**src/rtl/fp_seq_pkg.sv**
```systemverilog
// Shared types and constants for the floating-point adder sequencer.
// Op/state encodings and the operand-select helper live here.
package fp_seq_pkg;

    typedef enum logic [1:0] {
        OP_FAD   = 2'd0,
        OP_FSB   = 2'd1,
        OP_FLT   = 2'd2,
        OP_FLOOR = 2'd3
    } op_e;

    typedef enum logic [1:0] {
        S_IDLE = 2'd0,
        S_RUN  = 2'd1,
        S_RESP = 2'd2
    } state_e;

    localparam logic [31:0] FP_2P23     = 32'h4B00_0000;
    localparam int          TIMEOUT_DEF = 8;

    // FSB flips the sign of b; FLT/FLOOR add 2^23 to shift the integer point.
    function automatic logic [31:0] y_operand(
        input op_e         op,
        input logic [31:0] b
    );
        logic [31:0] y;
        y = FP_2P23;
        unique case (1'b1)
            (op == OP_FAD): y = b;
            (op == OP_FSB): y = {~b[31], b[30:0]};
            default:        y = FP_2P23;
        endcase
        return y;
    endfunction

endpackage

```
**src/rtl/fp_add_sequencer.sv**
```systemverilog
// Issue/writeback sequencer for the pipelined FP adder.
// Forms operands, holds run until stall drops, returns result.
module fp_add_sequencer
    import fp_seq_pkg::*;
#(
    parameter int TIMEOUT = TIMEOUT_DEF
) (
    input  logic        clk,
    input  logic        rst,
    input  logic        req_valid,
    output logic        req_ready,
    input  logic [1:0]  req_op,
    input  logic [31:0] req_a,
    input  logic [31:0] req_b,
    output logic        add_ce,
    output logic        add_run,
    output logic        add_u,
    output logic        add_v,
    output logic [31:0] add_x,
    output logic [31:0] add_y,
    input  logic        add_stall,
    input  logic [31:0] add_z,
    output logic        rsp_valid,
    input  logic        rsp_ready,
    output logic [31:0] rsp_z,
    output logic        rsp_n,
    output logic        rsp_zf,
    output logic        rsp_err
);

    localparam int CW = (TIMEOUT > 1) ? $clog2(TIMEOUT) : 1;
    localparam logic [CW-1:0] CNT_LAST = CW'(TIMEOUT - 1);

    state_e        state;
    logic [CW-1:0] cnt;
    op_e           op;

    assign op     = op_e'(req_op);
    assign add_ce = 1'b1;
    assign rsp_n  = rsp_z[31];
    assign rsp_zf = (rsp_z == 32'd0);

    always_ff @(posedge clk) begin
        if (rst) begin
            state     <= S_IDLE;
            req_ready <= 1'b1;
            add_run   <= 1'b0;
            add_u     <= 1'b0;
            add_v     <= 1'b0;
            add_x     <= 32'd0;
            add_y     <= 32'd0;
            rsp_valid <= 1'b0;
            rsp_z     <= 32'd0;
            rsp_err   <= 1'b0;
            cnt       <= '0;
        end else begin
            unique case (state)
                S_IDLE: begin
                    if (req_valid) begin
                        add_x     <= req_a;
                        add_y     <= y_operand(op, req_b);
                        add_u     <= (op == OP_FLT);
                        add_v     <= (op == OP_FLOOR);
                        cnt       <= '0;
                        add_run   <= 1'b1;
                        req_ready <= 1'b0;
                        state     <= S_RUN;
                    end
                end
                S_RUN: begin
                    if (!add_stall) begin
                        rsp_z     <= add_z;
                        rsp_err   <= 1'b0;
                        rsp_valid <= 1'b1;
                        add_run   <= 1'b0;
                        state     <= S_RESP;
                    end else if (cnt == CNT_LAST) begin
                        rsp_z     <= 32'd0;
                        rsp_err   <= 1'b1;
                        rsp_valid <= 1'b1;
                        add_run   <= 1'b0;
                        state     <= S_RESP;
                    end else begin
                        cnt <= cnt + 1'b1;
                    end
                end
                S_RESP: begin
                    // No same-cycle re-accept: ready rises only in IDLE.
                    if (rsp_ready) begin
                        rsp_valid <= 1'b0;
                        req_ready <= 1'b1;
                        state     <= S_IDLE;
                    end
                end
                default: begin
                    state     <= S_IDLE;
                    req_ready <= 1'b1;
                    add_run   <= 1'b0;
                    rsp_valid <= 1'b0;
                end
            endcase
        end
    end

endmodule

```
**config.mk**
```make
export PLATFORM = sky130hd
export DESIGN_NAME = fp_add_sequencer
export DESIGN_NICKNAME = d
export VERILOG_FILES = /design/src/rtl/fp_seq_pkg.sv /design/src/rtl/fp_add_sequencer.sv
export SDC_FILE = /design/constraint.sdc
export NUM_CORES = 1
export LEC_CHECK = 0
export CAP_MARGIN = 20
export CORE_MARGIN = 5
export CORE_UTILIZATION = 40
export DETAILED_ROUTE_END_ITERATION = 16
export PLACE_DENSITY = 0.88
export SLEW_MARGIN = 10
export SYNTH_ARGS = -nofsm -noshare
export SYNTH_HDL_FRONTEND = slang
export SYNTH_SLANG_ARGS = --single-unit
```
**constraint.sdc**
```tcl
create_clock -name clk -period 2.1 [get_ports clk]
set_input_delay 0.42 -clock clk [delete_from_list [all_inputs] [get_ports clk]]
set_output_delay 0.42 -clock clk [all_outputs]
set_load 0.01 [all_outputs]
```
Word-level counts from Yosys, hierarchy flattened. Cells that the tools add are included.

$add $sub $neg: 1. Equal/unequal tests: 12. Muxes and demuxes: 24. Bitwise operators: 4. Reductions and logical operators: 11.

Operator list (number): two-way mux 32 bit (2); one-hot mux 32 bit (2 select lines) (1); logical NOT 32 bit (1); AND reduction 3 bit (4); two-way mux 1 bit (9); two-way mux 3 bit (3); one-hot mux 1 bit (3 select lines) (3); two-way mux 2 bit (4); inequality test 2 bit, second input constant (4); == test 2 bit, second input constant (3); one-hot mux 2 bit (3 select lines) (1); one-hot mux 3 bit (2 select lines) (1); == test 2 x 1 -> 1 bit, second input constant (2); logical NOT 2 bit (2); inverter 1 bit (4); AND reduction 2 bit (2); AND reduction 4 bit (1); adder 3 x 1 -> 3 bit, second input constant (1); == test 3 bit, second input constant (1); inequality test 3 bit, second input constant (1); inequality test 2 x 1 -> 1 bit, second input constant (1); nonzero test 2 bit (1).

Register bits after elaboration: 107. Bits of input ports: 103. Output and inout bits: 105. Word-level logic and storage cells: 63.

Depth between registers and ports, before layout.
Depth in word-level cells: 4. Gate-level depth with buffers: 7. Depth with buffers taken out: 5.

Least setup slack after synthesis. Ideal clock, no wire load.

Path type: flip-flop to flip-flop. Start: register cnt[0]. End: register rsp_z[1]. Setup time: 70 ps. Data arrival time: 1441 ps. Required time: 2030 ps. Setup slack: 589 ps. Stages on the path, launching flop included: 8. Buffers on the path: 2. Period minus slack after synthesis: 1511 ps. Path through: dfxtp_1 ha_1 ha_1 nor2b_1 clkbuf_1 clkbuf_1 o21ai_0 a21oi_1.

Longest elaborated chain between the ends: 3.

RTL lines: start, declared (RTL line fp_add_sequencer.sv:35) `logic [CW-1:0] cnt;`; start signal, assigned (RTL line fp_add_sequencer.sv:84) `cnt <= cnt + 1'b1;`; == test 3 bit (RTL line fp_add_sequencer.sv:77) `end else if (cnt == CNT_LAST) begin`; inequality test 2 x 1 -> 1 bit (no line); AND reduction 2 bit (no line); end signal, assigned (RTL line fp_add_sequencer.sv:72) `rsp_z <= add_z;`; end, declared (RTL line fp_add_sequencer.sv:25) `output logic [31:0] rsp_z,`.

No other way between the ends. A chain may end at the register's enable or synchronous reset.

Final worst setup path.
Start: register rsp_z[24]. End: output port rsp_zf.

Longest elaborated chain between the ends: 1.

RTL lines: logical NOT 32 bit (RTL line fp_add_sequencer.sv:41) `assign rsp_zf = (rsp_z == 32'd0);`; end, declared (RTL line fp_add_sequencer.sv:27) `output logic rsp_zf,`.

No other way between the ends.

==> run_results.csv <==
group,metric,value,unit
layout,final_nets,781,
yosys,synthTopCellsByCount,"127 x nand2_1, 107 x dfxtp_1, 100 x a21oi_1",
setup_path,worst_path_max_delay_cell,"dfxtp_1",
sta,skew,0.008952,ns
clock_tree,cts-htree-levels,3,
yosys,yosysUniqueCellTypes,29,
yosys,synthFlopType,"dfxtp_1",
route,finalWirelength,12570,um
setup_path,crit_chain,"nor4_2, nand4_1, nor2_1, dlygate4sd2_1",
route,viasPerCell,5.043,
pwr,p_per_area,698.0,mW/mm^2
global_routing,grt_first_pass_wirelength,19360,um
setup_path,critPathLaunchType,"register",
route,drt-initial-drc-count,204,
place,gp_congestion,0.7422,
sta,setup_viol,0,
global_routing,grt_util_all_layers,20.12,%
sta,min_period_over_period,95.26,%
global_routing,first_global_vias,4102,
setup_path,critPathMaxStageDelay,0.34,ns
setup_path,cp.arrival,1.58,ns
clock_tree,cts-buffers-inserted,9,
yosys,synth_largest_area_cell,"dfxtp_1",
pwr,power_leakage,2.262,nW
layout,drive_above_1_share,5.580,%
route,vias,4105,
global_routing,grt_max_degree,69,
yosys,yosysSeqAreaShare,53.17,%
layout,nFillCells,820,
die,start_util,41.03,%
die,die-area,0.01218,mm^2
yosys,netlist_instances,492,
yosys,synthTopCellsByArea,"dfxtp_1 53%, a21oi_1 12%, nand2_1 12%",
global_routing,gr-total-overflow,0,
die,die_w,110.4,um
place,numPortBuffers,206,
route,drc,0,
pwr,peakVddDrop,0.4115,mV
sta,tightest_slew,0.6967,ns
sta,rsz0062_at_grt,"false",
sta,setup_total_negative_slack,0,ns
setup_path,required,1.68,ns
clock_tree,cts_tree,"yes",
route,first_pass_iters,4,
sta,max_slew_margin,53.55,%
layout,instances_no_fill,814,
flow_run,maxCapViolCount,0,
clock_tree,worstSkewPairLatency,0.36,ns
place,place_inst,798,
place,dp_hpwl,9211,um
yosys,mappedNetlistArea,0.004029,mm^2
run_status,status,"completed",
yosys,yosys.area.top_type_share,53.17,%
route,wl_per_cell,15.44,um
clock_tree,clk_pin_slew,0.09,ns
sta,hold_violations,0,
setup_path,cp_max_fo,3,
yosys,yosysWarnings,0,
yosys,ys_ff_latch,107,
yosys,synth_edf_count,0,
yosys,synth_area_per_cell,8.189,um^2
setup_path,worstSetupPathType,"register to primary output",
route,ant_nets,0,
die,num_rows,36,
clock_tree,root_buffer,"clkbuf_8",
layout,diodes,0,
hold_path,holdCritPathClass,"register to register",
layout,fin_util,65.84,%
layout,multi_input_area,0.001739,mm^2
clock_tree,clkSinkCount,107,
yosys,synthesis.nets,597,
sta,max_freq,499.9,MHz
yosys,synthArstFlopShare,0,%
die,core,0.009819,mm^2
yosys,synth.most_common_cell,"nand2_1",
global_routing,antenna_found_initial,0,
die,io_pins,208,
layout,regArea,0.002142,mm^2
setup_path,worstSetupEndpointType,"primary output",
sta,min_period,2.001,ns
die,die_height,110.4,um
layout,area_delta_synth_final,60.47,%
clock_tree,clockBufferDepth,2,
sta,maxSlewViolCount,0,
## final cells by class
cell class,instances,area share [%]
Clock buffer,11,2.342
Clock inverter,5,1.161
Multi-Input combinational cell,341,26.90
Sequential cell,107,33.13
Tap cell,133,2.574
Timing Repair Buffer,217,33.89
## kinds of logic (layout without fill, tap and decap cells)
logic type	count (synthesis)	after routing	share of synthesized area, %
and+or+nand+nor	198	198	23.42
AOI/OAI and AO/OA	139	139	17.67
DFF	107	107	53.17
buffers and inverters	44	233	4.814
adders and majority gates	2	2	0.6210
other	1	1	0.09308
xor gates and xnor gates	1	1	0.2174
## power breakdown
group	internal (mW)	switching [mW]
Clock	0.732	0.670
Sequential	2.14	0.0727
Combinational	0.495	0.401
Total	3.37	1.14
## through the flow
step | area (um^2) | worst slack, ns | hold WS [ns] | power (mW)
after global placement | 6208 | 0.1107 | 0.4372 | 3.132
final | 6465 | 0.09944 | 0.4528 | 4.512
after floorplan | 4029 | 0.5885 | 0.4474 | 2.625
after detailed placement | 6208 | 0.03475 | 0.4439 | 3.159
after CTS | 6452 | 0.06580 | 0.4572 | 4.563
after global routing | 6465 | 0.009624 | 0.4778 | 4.744
## critical path, delay by kind of cell, from the launching register on
family,cells,cell delay (ns)
buffers and inverters,1,0.27
AND/OR/NAND/NOR,3,0.61
flip-flops,1,0.34
## cells in the final DEF, fill, tap and decap left out, drive strengths merged, types with 8 or more instances in the layout
cell type,count
nor4,8
buf,12
clkbuf,11
nand3b,28
clkdlybuf4s50,204
nand2,127
dfxtp,107
nor3,10
o21ai,33
a21oi,100
## per-layer routing
layer  vias to the layer above  routed length [um]  GRT usage (%)
met5                         -                   0              0
met4                         0                 231          8.004
met3                        19                1251          6.872
met2                       146                6253          35.88
met1                      1915                4831          21.80
li1                       2025                   -              -
## timing repair
action	in CTS	in global routing
setup buffers	0	0
setup endpoints to repair	1	1
hold buffers	0	0
resized for setup	4	2
endpoints found under the hold margin	0	0
pin swaps	0	1
## final timing paths
path	cells past startpoint	slack, ns	endpoint	startpoint
worst max-delay path	4	0.1	rsp_zf	rsp_z[24]
worst min-delay path	2	0.45	add_y[8]	add_y[8]
worst max register to register	5	0.41	cnt[0]	cnt[0]
worst min register to register	2	0.45	add_y[8]	add_y[8]
## registers in the layout (all words and copies together), names as in the netlist
signal,count
rsp_err,1
add_x,32
add_v,1
add_u,1
req_ready,1
rsp_valid,1
rsp_z,32
cnt,3
add_run,1
state,2
add_y,32
No activity file was read; power rests on OpenSTA's default activity.
